`config.mk`:
```
export PLATFORM = sky130hd
export DESIGN_NAME = imem_boot_loader
export DESIGN_NICKNAME = d
export VERILOG_FILES = /design/src/rtl/imem_boot_loader.sv
export SDC_FILE = /design/constraint.sdc
export NUM_CORES = 1
export LEC_CHECK = 0
export CAP_MARGIN = 20
export CORE_MARGIN = 2
export CORE_UTILIZATION = 50
export CTS_CLUSTER_DIAMETER = 100
export CTS_CLUSTER_SIZE = 28
export DETAILED_ROUTE_END_ITERATION = 7
export PLACE_DENSITY = 0.76
export SETUP_SLACK_MARGIN = 0.5
export SLEW_MARGIN = 20
export SYNTH_ARGS = -nofsm -noshare
export SYNTH_HDL_FRONTEND = slang
export SYNTH_SLANG_ARGS = --single-unit
```
`constraint.sdc`:
```
create_clock -name clk_i -period 2.81 [get_ports clk_i]
set_input_delay 0.562 -clock clk_i [delete_from_list [all_inputs] [get_ports clk_i]]
set_output_delay 0.562 -clock clk_i [all_outputs]
set_load 0.02 [all_outputs]
```
`src/rtl/imem_boot_loader.sv`:
```
// imem_boot_loader: streams a length-prefixed byte image into instruction memory.
// Optional trailing XOR checksum byte is enabled by defining LOADER_CHECKSUM_EN.
module imem_boot_loader #(
  parameter int DEPTH_WORDS = 32
) (
  input  logic        clk_i,
  input  logic        rst_i,
  input  logic        start_i,
  input  logic [7:0]  byte_i,
  input  logic        byte_valid_i,
  output logic        byte_ready_o,
  output logic        im_we_o,
  output logic [31:0] im_addr_o,
  output logic [31:0] im_data_o,
  output logic        cpu_rst_o,
  output logic        done_o,
  output logic        err_o,
  output logic [15:0] words_o
);

`ifdef LOADER_CHECKSUM_EN
  typedef enum logic [2:0] {
    S_IDLE,
    S_LEN_LO,
    S_LEN_HI,
    S_DATA,
    S_CHECK,
    S_FLUSH,
    S_DONE,
    S_ERROR
  } state_t;
`else
  typedef enum logic [2:0] {
    S_IDLE,
    S_LEN_LO,
    S_LEN_HI,
    S_DATA,
    S_FLUSH,
    S_DONE,
    S_ERROR
  } state_t;
`endif

  state_t      r_state;
  state_t      w_state_nxt;

  logic        r_ready;
  logic        r_we;
  logic [31:0] r_addr;
  logic [31:0] r_data;
  logic        r_cpu_rst;
  logic        r_done;
  logic        r_err;
  logic [15:0] r_words;
  logic [15:0] r_len;
  logic [7:0]  r_len_lo;
  logic [1:0]  r_bcnt;
  logic [31:0] r_asm;
`ifdef LOADER_CHECKSUM_EN
  logic [7:0]  r_csum;
`endif

  logic        w_acc;
  logic        w_start;
  logic        w_wr;
  logic        w_last_word;
  logic [15:0] w_len;
  logic [31:0] w_word;
  logic        w_ready_nxt;

  // Next-state logic plus the byte-lane merge for the word being assembled.
  always_comb begin
    w_state_nxt = r_state;
    w_acc       = r_ready & byte_valid_i;
    w_start     = start_i & ((r_state == S_IDLE) |
                             (r_state == S_DONE) |
                             (r_state == S_ERROR));
    w_len       = {byte_i, r_len_lo};
    w_word      = r_asm;
    w_word[{r_bcnt, 3'b000} +: 8] = byte_i;
    w_wr        = (r_state == S_DATA) & w_acc & (r_bcnt == 2'd3);
    w_last_word = (r_words + 16'd1) == r_len;
    unique case (r_state)
      S_IDLE: begin
        if (w_start) w_state_nxt = S_LEN_LO;
      end
      S_LEN_LO: begin
        if (w_acc) w_state_nxt = S_LEN_HI;
      end
      S_LEN_HI: begin
        if (w_acc) begin
          if (w_len == 16'd0) begin
`ifdef LOADER_CHECKSUM_EN
            w_state_nxt = S_CHECK;
`else
            w_state_nxt = S_FLUSH;
`endif
          end else if (w_len > 16'(DEPTH_WORDS)) begin
            w_state_nxt = S_ERROR;
          end else begin
            w_state_nxt = S_DATA;
          end
        end
      end
      S_DATA: begin
        if (w_wr && w_last_word) begin
`ifdef LOADER_CHECKSUM_EN
          w_state_nxt = S_CHECK;
`else
          w_state_nxt = S_FLUSH;
`endif
        end
      end
`ifdef LOADER_CHECKSUM_EN
      S_CHECK: begin
        if (w_acc) begin
          w_state_nxt = (byte_i == r_csum) ? S_FLUSH : S_ERROR;
        end
      end
`endif
      S_FLUSH: begin
        w_state_nxt = S_DONE;
      end
      S_DONE: begin
        if (w_start) w_state_nxt = S_LEN_LO;
      end
      S_ERROR: begin
        if (w_start) w_state_nxt = S_LEN_LO;
      end
      default: begin
        w_state_nxt = S_IDLE;
      end
    endcase
    w_ready_nxt = (w_state_nxt == S_LEN_LO) |
                  (w_state_nxt == S_LEN_HI) |
`ifdef LOADER_CHECKSUM_EN
                  (w_state_nxt == S_CHECK) |
`endif
                  (w_state_nxt == S_DATA);
  end

  // State register.
  always_ff @(posedge clk_i or negedge rst_i) begin
    if (!rst_i) r_state <= S_IDLE;
    else        r_state <= w_state_nxt;
  end

  // Registered outputs, length capture, word assembly and write issue.
  always_ff @(posedge clk_i or negedge rst_i) begin
    if (!rst_i) begin
      r_ready   <= 1'b0;
      r_we      <= 1'b0;
      r_addr    <= 32'd0;
      r_data    <= 32'd0;
      r_cpu_rst <= 1'b0;
      r_done    <= 1'b0;
      r_err     <= 1'b0;
      r_words   <= 16'd0;
      r_len     <= 16'd0;
      r_len_lo  <= 8'd0;
      r_bcnt    <= 2'd0;
      r_asm     <= 32'd0;
`ifdef LOADER_CHECKSUM_EN
      r_csum    <= 8'd0;
`endif
    end else begin
      r_ready   <= w_ready_nxt;
      r_we      <= w_wr;
      r_cpu_rst <= (w_state_nxt == S_DONE);
      r_done    <= (w_state_nxt == S_DONE);
      r_err     <= (w_state_nxt == S_ERROR);
      if (w_start) begin
        r_words <= 16'd0;
        r_bcnt  <= 2'd0;
        r_asm   <= 32'd0;
`ifdef LOADER_CHECKSUM_EN
        r_csum  <= 8'd0;
`endif
      end
      if ((r_state == S_LEN_LO) && w_acc) begin
        r_len_lo <= byte_i;
      end
      if ((r_state == S_LEN_HI) && w_acc) begin
        r_len <= w_len;
      end
      if ((r_state == S_DATA) && w_acc) begin
        r_asm  <= w_word;
        r_bcnt <= r_bcnt + 2'd1;
`ifdef LOADER_CHECKSUM_EN
        r_csum <= r_csum ^ byte_i;
`endif
      end
      if (w_wr) begin
        r_addr  <= {14'd0, r_words, 2'b00};
        r_data  <= w_word;
        r_words <= r_words + 16'd1;
      end
    end
  end

  assign byte_ready_o = r_ready;
  assign im_we_o      = r_we;
  assign im_addr_o    = r_addr;
  assign im_data_o    = r_data;
  assign cpu_rst_o    = r_cpu_rst;
  assign done_o       = r_done;
  assign err_o        = r_err;
  assign words_o      = r_words;

endmodule

```
Word-level counts from Yosys, hierarchy flattened:

Cells that the tools add are included.
Widths: inputs -> output; s select.

* input bits: 12
* register bits: 129
* output and inout port bits: 85

* bitwise gates (word level): 8
* reductions and logical operators: 9
* add/sub/neg operators: 3
* eq/ne operators: 13
* shift-type cells: 2
* mux-type cells: 14
* magnitude comparators: 1

Operator list (number)
* $mux 32: 2
* $bwmux 32: 1
* $mux 16: 2
* $shift 8x7->32 const A: 1
* $shiftx 8x7->32: 1
* $mux 3: 6
* $add 16x1->16 const B: 1
* $eq 16x16->1: 1
* $gt 16x6->1 const B: 1
* $logic_not 16->1: 1
* $eq 3x3->1 const B: 5
* $pmux 3 s5: 1
* $eq 3x2->1 const B: 4
* $neg 5->7: 1
* $eq 3x1->1 const B: 2
* $and 1x1->1: 4
* $logic_and 1x1->1: 4
* $mux 2: 2
* $or 1x1->1: 4
* $reduce_bool 2->1: 2
* $logic_not 3->1: 1
* $reduce_or 3->1: 1
* $add 2x1->2 const B: 1
* $eq 2x2->1 const B: 1

Logic depth before layout (Yosys ltp):

* word-level depth: 9
* gate-level depth with buffers: 10

Worst setup path before layout:

Ideal clock, no wire load.

* path kind: flip-flop to flip-flop
* start: register r_words[0], in the netlist words_o[0]
* end: register r_state[1]
* arrival time: 2.524 ns
* slack: 0.155 ns
* buffers on the path: 0
* cell stages (with the launch flop): 9
* required time: 2.680 ns
* path through: dfrtp_1 -> ha_1 -> and4_4 -> nor4b_1 -> xnor2_1 -> nand3_1 -> or4_1 -> nor4_1 -> o21ai_1

* word-level cells in the longest chain between the ends: 5

Ends and longest elaborated chain
* start: declaration: line 54 `logic [15:0] r_words;`
* start signal: assignment: line 196 `r_words <= r_words + 16'd1;`
* $add 16x1->16: line 82 `w_last_word = (r_words + 16'd1) == r_len;`
* $eq 16x16->1: line 82
* $logic_and 1x1->1: line 106 `if (w_wr && w_last_word) begin`
* $mux 3: line 106
* $pmux 3 s5: line 83 `unique case (r_state)`
* net w_state_nxt[1]: line 45 `state_t w_state_nxt;`
* end signal: assignment: line 145 `else r_state <= w_state_nxt;`
* end: declaration: line 44 `state_t r_state;`

The timed path passes the listed nets, and every way through them passes these cells.
A chain may end at the register's enable or synchronous reset.

Final worst setup path:

* start: register r_words[0], in the netlist words_o[0]
* end: register r_err, in the netlist err_o

* word-level cells in the longest chain between the ends: 6

Ends and longest elaborated chain
* $add 16x1->16: line 82
* $eq 16x16->1: line 82
* $logic_and 1x1->1: line 106
* $mux 3: line 106
* $pmux 3 s5: line 83
* net w_state_nxt[2]: line 45
* $eq 3x3->1: line 171 `r_err <= (w_state_nxt == S_ERROR);`
* end signal: assignment: line 171
* end: declaration: line 53 `logic r_err;`

The timed path passes the listed nets, and every way through them passes these cells.

==> results by group <==
Timing
  – Hold Violations, Final: 0
  – # setup viols final: 0
  – RSZ-0062 raised after global routing: yes
  – Fmax: 0.417 GHz
  – Worst slew pin tran: 771 ps
  – Fin crit share: 85.4%
  – Setup total negative slack: 0 ps
  – Worst Hold Slack: 188 ps
  – Final Worst Setup Slack: 411 ps
  – Min cycle time layout: 2400 ps
  – Final Slew Violations: 0
  – Final clock skew: 6.21 ps
  – Slew headroom: 48.5%

Detailed routing
  – Drt total wl: 15200 µm
  – Via count: 4929
  – Final ANT Viol Nets: 0
  – Via density: 5.90
  – Routed WL per cell: 18.2 µm
  – Remaining DRCs: 0
  – DR iter-0 viols: 395
  – Drt pass-1 iters: 5

Global routing
  – Vias in the first global route: 4773
  – Met2 GRT Util: 37.9%
  – Initial antenna violation count: 0
  – Remaining global-route overflow: 0
  – GR Util met1: 34.1%
  – Pin count of the biggest net entering global routing: 54
  – Global Route Usage Sum: 24.6%
  – Most Crowded Layer GR: met2
  – M3 GR Usage: 6.10%
  – First-pass GRT wire length: 24700 µm

Clocking
  – CTS Buf Count: 17
  – Clock Pin Slew Worst Setup and Hold Paths: 60 ps
  – Clock root cell: clkbuf_16
  – CTS max path bufs: 2
  – CTS sink cnt: 121
  – Max H-tree Level: 4
  – Clock latency at the later pin of the worst-skew pair: 420 ps
  – CTS tree: built

Logic synthesis
  – Synth Cell Area: 5870 µm²
  – Synth cell count leaders: dfrtp_1, nand2_1, nor2_1
  – Distinct cell type count after synthesis: 62
  – Post-synth top flop: dfrtp_1
  – Async set-or-reset flop fraction in the synthesized netlist: 100%
  – Post-synth EDFFs: 0
  – Mapped Cells: 584
  – Avg Synthesized Cell Area: 10.0 µm²
  – Count leader, synth: dfrtp_1
  – Sequential area share after synthesis: 51.6%
  – Top cells by area, synth: dfrtp_1, nand2_1, mux2_2
  – Synth Register Bits: 121
  – Synth area leader: dfrtp_1
  – Top-area cell type share of the netlist area: 51.6%
  – Yosys warnings: 0

Job
  – Max Cap Violations: 0

Critical path
  – Reg2reg setup slack: 410 ps
  – Slowest CP cell: or4_4
  – Worst EP required: 3170 ps
  – Crit path capture type: flop
  – CP bufs+invs: 0
  – Crit path max fanout: 6
  – CP cell instances: ha_4, and4_4, nor4b_4, xnor2_1, nand3_1, or4_4, o21ai_4, and3_1
  – WP data arrival: 2760 ps
  – Startpoint Class: flop
  – Critical path's largest stage delay: 570 ps
  – Worst Setup Path Type: flop to flop
  – R2R Path End: err_o$_DFF_PN0_
  – Delay-heaviest family, CP: simple AND/OR/NAND/NOR gates
  – Reg2reg path depth: 8
  – Crit path depth: 8
  – Worst R2R Start: words_o[0]$_DFFE_PN0P_

Power and ir drop
  – Leak: 3.46 nW
  – Total power: 7.12 mW
  – PwrDens: 928 nW/µm²
  – Switching Power: 2.54 mW
  – Int Pwr: 4.59 mW
  – Sw Ratio: 35.6%
  – VDD IR max: 531 µV
  – Clock network power share: 29.4%
  – Flop pwr share: 36.4%
  – Logic gate share of total power: 34.1%

Placement
  – Final HPWL DP: 9640 µm
  – Post-Place Cells: 789
  – Port Buffers: 80
  – Pre-CTS setup slack: 76.0 ps
  – Placer Congestion: 0.858

Die
  – Vert. Die Dim: 112 µm
  – I/O pin cnt: 97
  – DIE AREA: 12600 µm²
  – Core footprint: 11400 µm²
  – # rows: 39
  – Die X: 112 µm
  – Initial Util: 51.4%

Final layout
  – Fin cells: 835
  – Area Growth Syn to Fin: 30.8%
  – # nets final: 697
  – Share of layout cells above drive strength 1: 21.1%
  – Ant diodes: 0
  – Fillers: 827

Run status
  – Status: complete, no violations

Hold path
  – HP Class: input pin to asynchronous set/reset pin
power by group through the flow:
stage | registers, mW | logic [mW] | clock network (mW)
floorplan | 2.75 | 1.23 | 0
global placement | 2.59 | 2.16 | 0
detailed placement | 2.62 | 2.24 | 0
CTS | 2.58 | 2.37 | 2.11
global route | 2.65 | 2.61 | 2.19
finish | 2.60 | 2.43 | 2.10
layout by cell type, fill, tap and decap left out, drive strengths merged, types with 2 or more instances in the layout:
cell             n
clkbuf          19
or3              3
or2              3
a221oi          24
mux2            24
o31a             2
clkinv           5
nand3           23
or4              3
and2             7
o31ai            6
nor4             7
a21oi           14
clkdlybuf4s50   78
and3             3
o21a             2
o41ai            2
nor3             7
xnor2            8
inv             10
nand4            5
xor2            11
nor2            71
conb            16
mux2i            3
ha               6
a22o            24
o21ai           30
clkinvlp         6
nor4b            6
nand2           82
nand3b           3
dfrtp          121
a31oi            2
buf             40
layout make-up:
class                   count  area [µm²]  area share (%)
clock buffers              19         453            5.90
inverters                   9        33.8           0.440
well taps                 143         179            2.33
repair buffers            119        1110            14.5
flip-flops and latches    121        3040            39.6
multi-input cells         411        2730            35.6
clock inverters            13         120            1.56
through the flow:
stage / utilization [%] / instance area [µm²]
floorplan: - / 5960
global placement: 60.0 / 6850
detailed placement: 60.0 / 6850
CTS: 66.6 / 7600
global route: 67.2 / 7680
finish: 67.2 / 7680
flip-flops by register name, summed over array words and instances, names as in the netlist:
name          cells
r_len_lo          8
im_we_o           1
err_o             1
r_asm            24
byte_ready_o      1
done_o            1
r_bcnt            2
im_addr_o        16
words_o          16
im_data_o        32
r_len            16
r_state           3
cell families (layout without fill, tap and decap cells):
| logic type | Yosys count | count (layout) | synth area share, % |
|---|---|---|---|
| DFF | 121 | 121 | 51.6 |
| buffers and inverters | 67 | 160 | 5.78 |
| xor gates and xnor gates | 20 | 20 | 3.22 |
| adders and majority gates | 6 | 6 | 1.28 |
| AOI/OAI and AO/OA | 115 | 115 | 14.3 |
| other | 1 | 16 | 0.0639 |
| muxes | 27 | 27 | 5.12 |
| and+or+nand+nor | 227 | 227 | 18.7 |
per-layer routing:
layer	vias to the layer above	wire, µm	part of all wire (%)
met5	-	0	0
met2	216	7410	49
met4	0	284	1.9
met1	2464	6480	43
li1	2215	-	-
met3	34	1040	6.8
how the worst max path moves through the flow:
| stage | to | start |
|---|---|---|
| finish | err_o$_DFF_PN0_ | words_o[0]$_DFFE_PN0P_ |
| global route | r_state[0]$_DFF_PN0_ | words_o[0]$_DFFE_PN0P_ |
| CTS | r_state[0]$_DFF_PN0_ | words_o[0]$_DFFE_PN0P_ |
| detailed placement | r_state[1]$_DFF_PN0_ | byte_valid_i |
| global placement | r_state[1]$_DFF_PN0_ | byte_valid_i |
| floorplan | r_state[1]$_DFF_PN0_ | words_o[11]$_DFFE_PN0P_ |
what timing repair did:
item	in CTS	in global routing
pin swaps	5	5
hold buffers	0	0
setup buffers	10	4
gates resized for setup	25	10
endpoints found under the setup margin	18	22
(Power assumes the default switching activity.)
